File: config.mk
export PLATFORM = sky130hd
export DESIGN_NAME = psg_stereo_mixer
export DESIGN_NICKNAME = d
export VERILOG_FILES = /design/src/rtl/psg_stereo_mixer.sv
export SDC_FILE = /design/constraint.sdc
export NUM_CORES = 1
export LEC_CHECK = 0
export ABC_AREA = 0
export CORE_MARGIN = 8
export CORE_UTILIZATION = 55
export DETAILED_ROUTE_END_ITERATION = 16
export GPL_ROUTABILITY_DRIVEN = 0
export PLACE_DENSITY_LB_ADDON = 0.12
export SYNTH_ARGS = -nofsm -noshare
export SYNTH_HDL_FRONTEND = slang
export SYNTH_SLANG_ARGS = --single-unit
File: constraint.sdc
create_clock -name CLK -period 4.85 [get_ports CLK]
set_input_delay 0.97 -clock CLK [delete_from_list [all_inputs] [get_ports CLK]]
set_output_delay 0.97 -clock CLK [all_outputs]
set_load 0.02 [all_outputs]
File: src/rtl/psg_stereo_mixer.sv
// Stereo mixer for a TurboSound PSG pair: snapshots six channel volumes per sample period,
// accumulates them serially into left/right sums and drives a 1-bit delta-sigma DAC per side.
module psg_stereo_mixer #(
    parameter int unsigned DIV = 16
) (
    input  logic        CLK,
    input  logic        RESET,
    input  logic [7:0]  A0,
    input  logic [7:0]  B0,
    input  logic [7:0]  C0,
    input  logic [7:0]  A1,
    input  logic [7:0]  B1,
    input  logic [7:0]  C1,
    input  logic [1:0]  STEREO,
    input  logic [1:0]  CHIP_EN,
    output logic [10:0] OUT_L,
    output logic [10:0] OUT_R,
    output logic        VALID,
    output logic        DAC_L,
    output logic        DAC_R
);

    typedef enum logic [2:0] {
        StIdle,
        StAcc0,
        StAcc1,
        StAcc2,
        StAcc3,
        StAcc4,
        StAcc5,
        StDone
    } state_e;

    localparam logic [15:0] TickLast = 16'(DIV - 1);

    state_e      state_q, state_d;
    logic [15:0] tick_cnt_q;
    logic        tick;

    logic [7:0]  snap_q [6];
    logic [1:0]  stereo_q;
    logic [1:0]  chip_en_q;
    logic        load_snap;

    logic [10:0] acc_l_q, acc_l_d;
    logic [10:0] acc_r_q, acc_r_d;
    logic [10:0] out_l_q, out_l_d;
    logic [10:0] out_r_q, out_r_d;
    logic        valid_q, valid_d;

    logic [10:0] integ_l_q, integ_r_q;
    logic        dac_l_q, dac_r_q;

    logic [2:0]  slot;
    logic [7:0]  vol;
    logic        chip_on;
    logic [1:0]  chan;
    logic [10:0] vol_x1, vol_x2;
    logic [10:0] add_l, add_r;

    assign tick = (tick_cnt_q == TickLast);

    always_ff @(posedge CLK) begin
        if (RESET) begin
            tick_cnt_q <= '0;
        end else if (tick) begin
            tick_cnt_q <= '0;
        end else begin
            tick_cnt_q <= tick_cnt_q + 16'd1;
        end
    end

    // Slot decode: StAcc0..StAcc5 map onto slots 0..5 (A0 B0 C0 A1 B1 C1)
    always_comb begin
        slot = 3'(state_q) - 3'd1;
        case (slot)
            3'd0:    vol = snap_q[0];
            3'd1:    vol = snap_q[1];
            3'd2:    vol = snap_q[2];
            3'd3:    vol = snap_q[3];
            3'd4:    vol = snap_q[4];
            3'd5:    vol = snap_q[5];
            default: vol = 8'd0;
        endcase
        chip_on = (slot < 3'd3) ? chip_en_q[0] : chip_en_q[1];
        case (slot)
            3'd0, 3'd3: chan = 2'd0;
            3'd1, 3'd4: chan = 2'd1;
            default:    chan = 2'd2;
        endcase
        vol_x1 = {3'b000, vol};
        vol_x2 = {2'b00, vol, 1'b0};
    end

    // Per-slot contribution to each side for the latched panning mode
    always_comb begin
        add_l = '0;
        add_r = '0;
        if (chip_on) begin
            case (stereo_q)
                2'b00: begin
                    case (chan)
                        2'd0:    add_l = vol_x2;
                        2'd1:    begin add_l = vol_x1; add_r = vol_x1; end
                        default: add_r = vol_x2;
                    endcase
                end
                2'b01: begin
                    case (chan)
                        2'd0:    add_l = vol_x2;
                        2'd1:    add_r = vol_x2;
                        default: begin add_l = vol_x1; add_r = vol_x1; end
                    endcase
                end
                default: begin
                    add_l = vol_x1;
                    add_r = vol_x1;
                end
            endcase
        end
    end

    always_comb begin
        state_d   = state_q;
        acc_l_d   = acc_l_q;
        acc_r_d   = acc_r_q;
        out_l_d   = out_l_q;
        out_r_d   = out_r_q;
        valid_d   = 1'b0;
        load_snap = 1'b0;
        case (state_q)
            StIdle: begin
                if (tick) begin
                    load_snap = 1'b1;
                    acc_l_d   = '0;
                    acc_r_d   = '0;
                    state_d   = StAcc0;
                end
            end
            StDone: begin
                out_l_d = acc_l_q;
                out_r_d = acc_r_q;
                valid_d = 1'b1;
                state_d = StIdle;
            end
            default: begin
                acc_l_d = acc_l_q + add_l;
                acc_r_d = acc_r_q + add_r;
                state_d = (state_q == StAcc5) ? StDone : state_e'(3'(state_q) + 3'd1);
            end
        endcase
    end

    always_ff @(posedge CLK) begin
        if (RESET) begin
            state_q   <= StIdle;
            acc_l_q   <= '0;
            acc_r_q   <= '0;
            out_l_q   <= '0;
            out_r_q   <= '0;
            valid_q   <= 1'b0;
            stereo_q  <= '0;
            chip_en_q <= '0;
            for (int i = 0; i < 6; i++) begin
                snap_q[i] <= '0;
            end
        end else begin
            state_q <= state_d;
            acc_l_q <= acc_l_d;
            acc_r_q <= acc_r_d;
            out_l_q <= out_l_d;
            out_r_q <= out_r_d;
            valid_q <= valid_d;
            if (load_snap) begin
                snap_q[0] <= A0;
                snap_q[1] <= B0;
                snap_q[2] <= C0;
                snap_q[3] <= A1;
                snap_q[4] <= B1;
                snap_q[5] <= C1;
                stereo_q  <= STEREO;
                chip_en_q <= CHIP_EN;
            end
        end
    end

    // First-order delta-sigma: carry of integrator + sample is the output bit
    always_ff @(posedge CLK) begin
        if (RESET) begin
            {dac_l_q, integ_l_q} <= '0;
            {dac_r_q, integ_r_q} <= '0;
        end else begin
            {dac_l_q, integ_l_q} <= {1'b0, integ_l_q} + {1'b0, out_l_q};
            {dac_r_q, integ_r_q} <= {1'b0, integ_r_q} + {1'b0, out_r_q};
        end
    end

    assign OUT_L = out_l_q;
    assign OUT_R = out_r_q;
    assign VALID = valid_q;
    assign DAC_L = dac_l_q;
    assign DAC_R = dac_r_q;

endmodule

==> results by stage, run 1 <==
Floorplanning:
- The die covers 17100 µm².
- The number of top-level design ports is 79.
- Once the floorplan was initialized, standard cells occupied 55.6% of the core.
- The site row count is 42.
- The area of the core is 13000 µm².
- In this run the horizontal extent of the chip is 131 µm.
- The height of the chip is 131 µm.

Timing:
- The setup TNS is 0 ps.
- Setup violations remaining at the end of the flow were counted as 0.
- The clock skew is 7.97 ps.
- Timing would allow up to 0.230 GHz.
- The number of failing hold endpoints at the final stage is 0.
- The max-slew violation count is 0.
- The smallest clock period supported by the final layout is computed as 4350 ps.
- The portion of the clock cycle consumed by the worst path in the final layout is 89.7%.
- For the pin with the worst max-slew slack, the measured transition is 868 ps.
- Setup repair after global routing left no endpoint under its margin.
- In this run the tightest slew margin relative to its limit is 42.0%.

Setup path:
- The critical register-to-register path startpoint is state_q[0].
- The startpoint of the worst setup timing path is state_q[0].
- Counting both buffers and inverters, the worst setup path holds a total of 2.
- The worst setup path is launched from a flip-flop.
- The setup path with the least slack is of type flip-flop to flip-flop.
- The kind of capture point of the worst setup path is a flip-flop.
- The data arrival time of the critical path is 4660 ps.
- Walking the worst path, the cells encountered are inv_1 -> ha_1 -> nor2b_1 -> mux2i_1 -> a32oi_2 -> and3_1 -> ha_1 -> inv_1 -> fa_1 -> nand2b_1 -> a21oi_1 -> o31ai_1 -> a21oi_1 -> o21bai_1 -> a21o_1.
- The kind of cell with the highest combined delay along the critical path is compound AO/OA/AOI/OAI gates.
- The maximum fanout encountered on the critical timing path is 21.
- At the worst endpoint, the required time is 5160 ps.
- The maximum cell stage delay along the critical path is 690 ps.
- The slowest stage of the critical path is the ha_1 cell.

CTS:
- TritonCTS built the clock tree.
- Buffers inserted during clock tree synthesis total 17.
- The H-tree depth reported by CTS is 4.
- The clock slew seen by the registers of the worst setup and hold paths is 60 ps.
- In this run the deepest clock path goes through 2 buffers.
- The clock root buffer is clkbuf_16.
- The total setup buffers inserted after CTS is 0.
- Counting every sink on the clock net gives 140.
- Post-CTS repair changed the size of 0 cells.
- At the later pin of the worst-skew pair, clock insertion delay measures 410 ps.
- After clock tree synthesis, the flow added hold-fix buffers numbering 0.

Cells and area:
- Leaving out fill and tap cells, the most frequent cell in the layout is nor2_1.
- Of the cells placed in the final design, the portion with a size suffix greater than 1 is 5.66%.
- The filler cells instantiated in the layout total 1075.
- For this run, the post-layout net count is 924.
- The antenna diode count is 0.
- The library cells used most frequently in the layout, excluding fill and tap cells, are nor2_1 (98), dfxtp_1 (92), clkdlybuf4s50_1 (77), and2_1 (50).
- Compared with the post-synthesis result, the final layout area differs by 21.1%.

Global route:
- Entering global routing, the biggest net connects 53 pins.
- Global routing finished with a remaining overflow of 0.
- The first global-routing pass estimated 26.0 mm of wire.
- The global router's overall resource usage is 19.0%.
- The number of antenna violations at the first check in global routing is 0.
- The via count of the first global-routing pass is 5707.

Hold path:
- In this run the worst hold path is classified as flip-flop to flip-flop.
- In this run the most critical hold path is launched from acc_r_q[6].

Routing:
- The average wire per standard cell is 15.4 µm.
- For this run, the detailed router's first-pass iteration total came to 5.
- The number of remaining DRC errors is 0.
- The number of violations reported at the end of detailed-routing iteration 0 is 465.
- The number of nets still failing antenna checks after routing is 0.
- In the routed layout, each cell is associated on average with a via count of 5.65.
- For this block, the via count after detailed routing is 5686.
- For this block, the routed nets add up to 15.5 mm of wire.

Run:
- The total of max-cap violations is 0.

Yosys:
- After synthesis, the netlist uses 62 different library cells.
- The synthesized netlist cell count is 743.
- The top cell type by area accounts for 25.4% of the synthesized area.
- The part of the Yosys area used for sequential elements is 45.3%.
- The count of yosys warnings during synthesis is 0.
- The net count after synthesis is 849.
- After synthesis, the share of flip-flops with an asynchronous set or reset is 0%.
- The primary flip-flop cell chosen by synthesis mapping is dfxtp_1.
- The mapped cell area is 7250 µm².
- The number of enable-type register cells in the synthesized netlist is 48.
- A synthesized cell averages 9.76 µm².
- Summed over all instances, the cell type with the most area after synthesis is dfxtp_1.
- Ranked by total cell area, the synthesized netlist is headed by dfxtp_1 (25%), edfxtp_1 (20%), ha_1 (8.3%), nor2_1 (5.1%), and2_1 (4.3%).
- The post-synthesis sequential element count is 140.

Pwr:
- The reported leakage power is 3.46 nW.
- The largest vdd supply drop is 0.287 mV.
- The power per standard cell area is 323 nW/µm².
- The total power draw is 2.84 mW.

Outcome:
- The flow ran to the end, and the final reports show no timing, DRC or antenna violations.

Placement:
- The number of I/O port buffers is 78.
- The HPWL after detailed placement is 11.5 mm.
## final cells by class
class / count / area (µm²) / area share [%]
flip-flops and latches: 140 / 3280 / 37.4
clock buffers: 18 / 429 / 4.89
clock inverters: 14 / 176 / 2.01
repair buffers: 84 / 821 / 9.35
multi-input cells: 555 / 3770 / 43.0
inverters: 20 / 75.1 / 0.855
well taps: 176 / 220 / 2.51
## cells in the mapped netlist, types with 4 or more instances
master,count
a21oi_1,36
fa_1,4
and2_1,50
nand3_1,7
buf_1,4
inv_1,20
clkbuf_1,19
xor2_1,21
nor2b_1,13
xnor2_1,14
a21o_1,11
a221oi_1,6
and3_1,6
nand2b_1,8
o21ai_1,18
nor3_1,13
mux2i_1,27
ha_1,48
a31oi_1,10
nor2_1,99
nand2_1,43
nor4_1,4
dfxtp_1,92
or3_1,5
edfxtp_1,48
a211oi_1,11
o21ai_0,22
a211o_1,6
a22o_1,4
a22oi_1,24
## logic make-up after synthesis
group / Yosys count / share of synthesized area (%)
AOI/OAI and AO/OA: 179 / 16.8
DFF: 140 / 45.3
buffers and inverters: 48 / 2.69
xor gates and xnor gates: 37 / 4.68
and+or+nand+nor: 259 / 17.3
adders and majority gates: 52 / 9.39
muxes: 28 / 3.92
## metal layers
layer  vias up  part of all wire [%]  GRT usage (%)
li1       2837                     -              -
met1      2631                    44           23.0
met2       187                    47           30.9
met3        31                   5.9           5.60
met4         0                   2.3           8.37
met5         -                     0              0
## power breakdown
part           switching (mW)  internal (mW)  total, mW
Clock                   0.466          0.850       1.32
Sequential             0.0110           1.23       1.24
Combinational           0.171          0.109      0.280
## stage by stage
stage	area (µm²)	worst slack, ps	instances	utilization, %	hold WS (ps)
global placement	8170	759	975	62.7	452
floorplan	7250	1080	743	-	438
finish	8780	500	1007	67.4	467
global route	8780	197	1007	67.4	486
detailed placement	8170	608	975	62.7	465
CTS	8780	569	1007	67.4	470
## path summary, 6_finish.rpt
check	end	slack [ps]	depth (start not counted)
max	acc_r_q[10]	500	15
min	acc_r_q[6]	470	2
max reg2reg	acc_r_q[10]	500	15
min reg2reg	acc_r_q[6]	470	2
## tightest hold or removal path, delay by kind of cell, from the launching register on
kind / cells / cell delay [ps]
simple gates: 1 / 50
compound gates: 1 / 50
flops: 1 / 320
## flip-flops by register name (all words and copies together) (netlist names)
name and count:
integ_r_q 11, stereo_q 2, snap_q 48, integ_l_q 11, acc_r_q 11, state_q 3
VALID 1, OUT_R 11, tick_cnt_q 16, DAC_R 1, DAC_L 1, OUT_L 11
acc_l_q 11, chip_en_q 2
Note: power is estimated with default switching activity, not from simulation.
==> inputs of run 2 (changes only) <==
--- a/config.mk
+++ b/config.mk
@@ -11,6 +11,7 @@
 export DETAILED_ROUTE_END_ITERATION = 16
 export GPL_ROUTABILITY_DRIVEN = 0
 export PLACE_DENSITY_LB_ADDON = 0.12
+export SLEW_MARGIN = 10
 export SYNTH_ARGS = -nofsm -noshare
 export SYNTH_HDL_FRONTEND = slang
 export SYNTH_SLANG_ARGS = --single-unit
==> results of run 2 <==
No change in the layout: final DEF, timing and power equal those of run 1.
